$ cat src/rtl/tc_buffer_reader.sv
// tc_buffer_reader: read-side sequencer for the tensor-core operand buffer.
// Waits for the buffer to report ready, then sweeps addresses 0..N-1 for
// (repeat_cnt+1) passes and presents each word through a registered
// valid/ready output stage.
// Optional feature macro: TC_RD_STALL_CNT_EN adds a saturating 16-bit
// stall_cycles counter output.
`timescale 1ns/1ps

module tc_buffer_reader #(
  parameter int DATA_WIDTH   = 128,
  parameter int BUFFER_DEPTH = 2,
  parameter int ADDR_WIDTH   = 1,
  parameter int REPEAT_WIDTH = 4
) (
  input  logic                    clk,
  input  logic                    rstn,
  input  logic                    start,
  input  logic [ADDR_WIDTH:0]     num_entries,
  input  logic [REPEAT_WIDTH-1:0] repeat_cnt,
  input  logic                    buf_ready,
  output logic                    buf_rd_en,
  output logic [ADDR_WIDTH-1:0]   buf_rd_addr,
  input  logic [DATA_WIDTH-1:0]   buf_data,
  output logic                    m_valid,
  input  logic                    m_ready,
  output logic [DATA_WIDTH-1:0]   m_data,
  output logic                    m_last,
  output logic                    busy,
  output logic                    done
`ifdef TC_RD_STALL_CNT_EN
  ,
  output logic [15:0]             stall_cycles
`endif
);

  typedef enum logic [1:0] {
    IDLE,
    WAIT_RDY,
    STREAM,
    DRAIN
  } state_t;

  localparam logic [ADDR_WIDTH:0]     DepthW  = (ADDR_WIDTH+1)'(BUFFER_DEPTH);
  localparam logic [ADDR_WIDTH:0]     EntOne  = (ADDR_WIDTH+1)'(1);
  localparam logic [ADDR_WIDTH-1:0]   AddrOne = ADDR_WIDTH'(1);
  localparam logic [REPEAT_WIDTH-1:0] PassOne = REPEAT_WIDTH'(1);

  state_t                  state_q, state_d;
  logic [ADDR_WIDTH:0]     nEnt_q, nEnt_d;
  logic [REPEAT_WIDTH-1:0] passMax_q, passMax_d;
  logic [REPEAT_WIDTH-1:0] pass_q, pass_d;
  logic [ADDR_WIDTH-1:0]   addr_q, addr_d;
  logic                    mValid_q, mValid_d;
  logic                    mLast_q, mLast_d;
  logic [DATA_WIDTH-1:0]   mData_q, mData_d;
  logic                    busy_q, busy_d;

  logic                    load;
  logic                    lastAddr;
  logic                    finalBeat;
  logic                    doneNow;
  logic [ADDR_WIDTH:0]     clampEnt;

  // A request for more words than the buffer holds is clamped to its depth.
  assign clampEnt  = (num_entries > DepthW) ? DepthW : num_entries;

  // A new word is fetched whenever the output register is empty or being drained.
  assign load      = (state_q == STREAM) && (!mValid_q || m_ready);
  assign lastAddr  = ({1'b0, addr_q} == (nEnt_q - EntOne));
  assign finalBeat = lastAddr && (pass_q == passMax_q);

  // Next-state and datapath decisions; every signal defaults to holding its value.
  always_comb begin
    state_d   = state_q;
    nEnt_d    = nEnt_q;
    passMax_d = passMax_q;
    pass_d    = pass_q;
    addr_d    = addr_q;
    mValid_d  = mValid_q;
    mLast_d   = mLast_q;
    mData_d   = mData_q;
    busy_d    = busy_q;
    doneNow   = 1'b0;

    case (state_q)
      IDLE: begin
        if (start) begin
          nEnt_d    = clampEnt;
          passMax_d = repeat_cnt;
          addr_d    = '0;
          pass_d    = '0;
          busy_d    = 1'b1;
          mValid_d  = 1'b0;
          mLast_d   = 1'b0;
          state_d   = (clampEnt == '0) ? DRAIN : WAIT_RDY;
        end
      end

      WAIT_RDY: begin
        if (buf_ready) begin
          state_d = STREAM;
        end
      end

      STREAM: begin
        if (load) begin
          mData_d  = buf_data;
          mValid_d = 1'b1;
          mLast_d  = finalBeat;
          if (lastAddr) begin
            addr_d = '0;
            pass_d = pass_q + PassOne;
          end else begin
            addr_d = addr_q + AddrOne;
          end
          if (finalBeat) begin
            state_d = DRAIN;
          end
        end
      end

      DRAIN: begin
        if (mValid_q && m_ready) begin
          mValid_d = 1'b0;
          mLast_d  = 1'b0;
        end
        if (!mValid_q) begin
          doneNow = 1'b1;
          busy_d  = 1'b0;
          state_d = IDLE;
        end
      end

      default: begin
        state_d = IDLE;
      end
    endcase
  end

  // State, counters and the output register; reset discards any in-flight beat.
  always_ff @(posedge clk or negedge rstn) begin
    if (!rstn) begin
      state_q   <= IDLE;
      nEnt_q    <= '0;
      passMax_q <= '0;
      pass_q    <= '0;
      addr_q    <= '0;
      mValid_q  <= 1'b0;
      mLast_q   <= 1'b0;
      mData_q   <= '0;
      busy_q    <= 1'b0;
    end else begin
      state_q   <= state_d;
      nEnt_q    <= nEnt_d;
      passMax_q <= passMax_d;
      pass_q    <= pass_d;
      addr_q    <= addr_d;
      mValid_q  <= mValid_d;
      mLast_q   <= mLast_d;
      mData_q   <= mData_d;
      busy_q    <= busy_d;
    end
  end

`ifdef TC_RD_STALL_CNT_EN
  logic [15:0] stall_q;

  // Count cycles where a beat is waiting on the consumer, saturating at all-ones.
  always_ff @(posedge clk or negedge rstn) begin
    if (!rstn) begin
      stall_q <= '0;
    end else if ((state_q == IDLE) && start) begin
      stall_q <= '0;
    end else if (busy_q && mValid_q && !m_ready && (stall_q != 16'hFFFF)) begin
      stall_q <= stall_q + 16'd1;
    end
  end

  assign stall_cycles = stall_q;
`endif

  assign buf_rd_en   = load;
  assign buf_rd_addr = addr_q;
  assign m_valid     = mValid_q;
  assign m_data      = mData_q;
  assign m_last      = mLast_q;
  assign busy        = busy_q;
  assign done        = doneNow;

endmodule

$ cat config.mk
export PLATFORM = sky130hd
export DESIGN_NAME = tc_buffer_reader
export DESIGN_NICKNAME = d
export VERILOG_FILES = /design/src/rtl/tc_buffer_reader.sv
export SDC_FILE = /design/constraint.sdc
export NUM_CORES = 1
export LEC_CHECK = 0
export CAP_MARGIN = 20
export CORE_MARGIN = 4
export CORE_UTILIZATION = 41
export CTS_CLUSTER_DIAMETER = 150
export CTS_CLUSTER_SIZE = 25
export DETAILED_ROUTE_END_ITERATION = 8
export PLACE_DENSITY = 0.91
export SLEW_MARGIN = 20
export SYNTH_ARGS = -nofsm -noshare
export SYNTH_HDL_FRONTEND = slang
export SYNTH_SLANG_ARGS = --single-unit
$ cat constraint.sdc
create_clock -name clk -period 2.14 [get_ports clk]
set_input_delay 0.214 -clock clk [delete_from_list [all_inputs] [get_ports clk]]
set_output_delay 0.214 -clock clk [all_outputs]
set_load 0.05 [all_outputs]
==> reports/results.txt <==
Final Net Count - 1043
Die area - 0.0159 mm2
Post-layout min period - 1.99 ns
CTS Buf Count - 17
Drt first pass iters - 5
WS Path Type - reg -> out
Worst-path cell chain - inv_1 -> ha_2 -> nand2_4 -> inv_8 -> buf_12
Die height - 126 um
RSZ-0062 raised after global routing - false
Synth Net Count - 770
Post-synthesis sequential area ratio - 63.0%
I/O pin cnt - 273
Tot GR Track Use - 21.3%
Final std cells w/o fill - 1086
Leak - 4.55 nW
Tightest Hold Check Type - in -> async
Max stage delay cell, worst path - dfrtp_1
Die width - 126 um
Synth Warn # - 0
Routed vias - 5124
Clock Power Share - 16.6%
Drc violations - 0
Kind of end point of the critical path - output port
Layout cells sized above 1 - 6.15%
Post-Syn Area - 0.00572 mm2
Worst slew pin tran - 0.578 ns
Average wire per standard cell - 15.4 um
Leading area contributor after synthesis - dfrtp_1
Final setup violation count - 0
Global-route wire length before repair - 27100 um
Number of failing hold endpoints at the final stage - 0
Crit path DAT - 1.78 ns
Core ar. - 0.0135 mm2
Clock latency on the worst-skew pair - 0.41 ns
Critical Path Source - state_q[0]
Number of flops mapped to enable cells by yosys - 0
Root buffer cell - clkbuf_16
Mean area per synthesized cell - 9.14 um2
Sequential share of power - 26.8%
Net Sw Power - 0.00861 W
Distinct cells, synth - 34
Yosys reg bits - 144
Status - finished, final reports clean
Synth top area share - 63.0%
# rows - 42
Drt total wl - 16800 um
Data required, critical path - 1.93 ns
CTS max path bufs - 2
Setup TNS - 0 ns
Max Cap Violations - 0
Port Buffers - 272
Slew Limit Fails - 0
Switching share of total power - 48.5%
Critical path's largest stage delay - 0.42 ns
Final period util - 93.0%
CTS H-tree depth - 4
Remaining Overflow, GRT - 0
Int Power - 0.00916 W
P&R area growth vs syn - 62.5%
Final GP Congestion - 0.836
Dpl hpwl - 12400 um
CTS tree - yes
Top FF cell, synth - dfrtp_1
Initial Utilization - 42.5%
Power density cells - 1910 mW/mm2
Critical path peak fanout - 30
Post-CTS setup buffer count - 0
Detailed Route Iter0 Violations - 258
Fillers - 956
Ant. Diodes - 0
ANT nets after route - 0
Initial antenna violation count - 0
Hold_ws - 0.263 ns
Layout Skew - 0.00791 ns
Synth async-reset ratio - 100%
Clock-pin slew on the worst setup and hold paths - 0.06 ns
Placed Cells - 1054
R2R Path Start - state_q[0]
Vias in the first global route - 5430
CP Launch Type - register
Mapped Cells - 625
Combinational Power Share - 56.6%
Clock sinks - 144
Relative slew slack - 61.4%
Largest net degree at the start of global routing - 72
Synth top area cells - dfrtp_1, nand2_1, buf_2
Vias per cell - 4.72
Max Fclk - 503 MHz
Worst IR Drop VDD - 1190 uV
==> layout make-up <==
| type | count | area (um2) | share of cell area (%) |
|---|---|---|---|
| flip-flops and latches | 144 | 3600 | 38.8 |
| repair buffers | 283 | 2890 | 31.1 |
| multi-input cells | 445 | 1950 | 21.0 |
| clock buffers | 21 | 450 | 4.85 |
| well taps | 176 | 220 | 2.37 |
| clock inverters | 10 | 138 | 1.48 |
| inverters | 7 | 33.8 | 0.364 |
==> path summary, 6_finish.rpt <==
kind                              end  slack, ns  cells after the start
min in group clk           m_data[66]       0.33                      3
max in group asynchronous  m_data[84]       1.18                      3
min                        m_data[14]       0.26                      2
max                         buf_rd_en       0.15                      5
max reg2reg                 pass_q[0]       0.22                      5
min reg2reg                m_data[93]       0.47                      2
==> cell families (layout without fill, tap and decap cells) <==
family | after synthesis | after routing | synth area share [%]
simple gates | 403 | 403 | 27.3
fa+ha+maj | 6 | 6 | 1.31
buf+inv | 36 | 321 | 3.04
mux | 10 | 10 | 1.93
xor+xnor | 4 | 4 | 0.613
compound gates | 22 | 22 | 2.78
flops | 144 | 144 | 63.0
==> per-stage QoR <==
stage	setup WS (ns)	utilization (%)	area (um2)	total power, W
after global placement	0.197	64.5	8680	0.0146
after detailed placement	0.135	64.5	8680	0.0149
after floorplan	0.272	-	5720	0.0113
final	0.150	69.0	9290	0.0178
after global routing	0.0380	69.0	9290	0.0188
after CTS	0.0729	69.0	9280	0.0179
==> repair_timing <==
| item | CTS | global route |
|---|---|---|
| resized for setup | 2 | 1 |
| hold endpoints to repair | 34 | 0 |
| hold buffers | 1 | 0 |
| cloned | 0 | 0 |
| endpoints found under the setup margin | 1 | 1 |
==> worst max-delay path, delay by kind of cell, from the launching register on <==
family	cells	cell delay (ns)
and+or+nand+nor	1	0.12
buffers and inverters	3	0.50
adders and majority gates	1	0.33
DFF	1	0.42
==> cells in the mapped netlist, types with 2 or more instances <==
master    instances
nand2_1         387
dfrtp_1         144
buf_2            25
mux2_2            8
a21oi_1           7
ha_1              6
inv_1             6
o21ai_0           5
xor2_1            4
nor2_1            3
and2b_1           2
and3_1            2
and3b_1           2
clkbuf_1          2
mux2i_1           2
o22a_1            2
==> cell usage in the layout, fill, tap and decap left out, types with 2 or more instances in the layout <==
cell and n:
buf_12 7, bufinv_16 3, ha_1 5, and3_1 2
a21oi_1 7, and3b_1 2, clkbuf_16 17, clkinv_4 2
mux2_2 8, clkinv_2 3, o22a_1 2, clkdlybuf4s50_1 269
xor2_1 4, nand2_1 386, o21ai_0 5, buf_4 5
clkinvlp_4 2, nor2_1 3, clkbuf_1 3, and2b_1 2
dfrtp_1 144, mux2i_1 2, inv_1 6
==> sequential cells by signal, indices dropped and copies added (netlist names) <==
signal	cells
m_valid	1
pass_q	4
passMax_q	4
m_data	128
state_q	2
buf_rd_addr	1
nEnt_q	2
busy	1
m_last	1
==> power groups by stage <==
stage | combinational (W) | sequential [W] | clock (W)
global route | 0.0107 | 0.00495 | 0.00314
finish | 0.0101 | 0.00476 | 0.00295
detailed placement | 0.0101 | 0.00479 | 0
CTS | 0.0102 | 0.00477 | 0.00300
global placement | 0.00992 | 0.00471 | 0
floorplan | 0.00248 | 0.00878 | 0
==> per-layer routing <==
metal | wire [um] | GRT usage [%]
met4 | 430 | 8.20
met1 | 6520 | 24.5
met5 | 0 | 0
met2 | 8270 | 36.0
met3 | 1540 | 8.43
No activity file was read; power rests on OpenSTA's default activity.
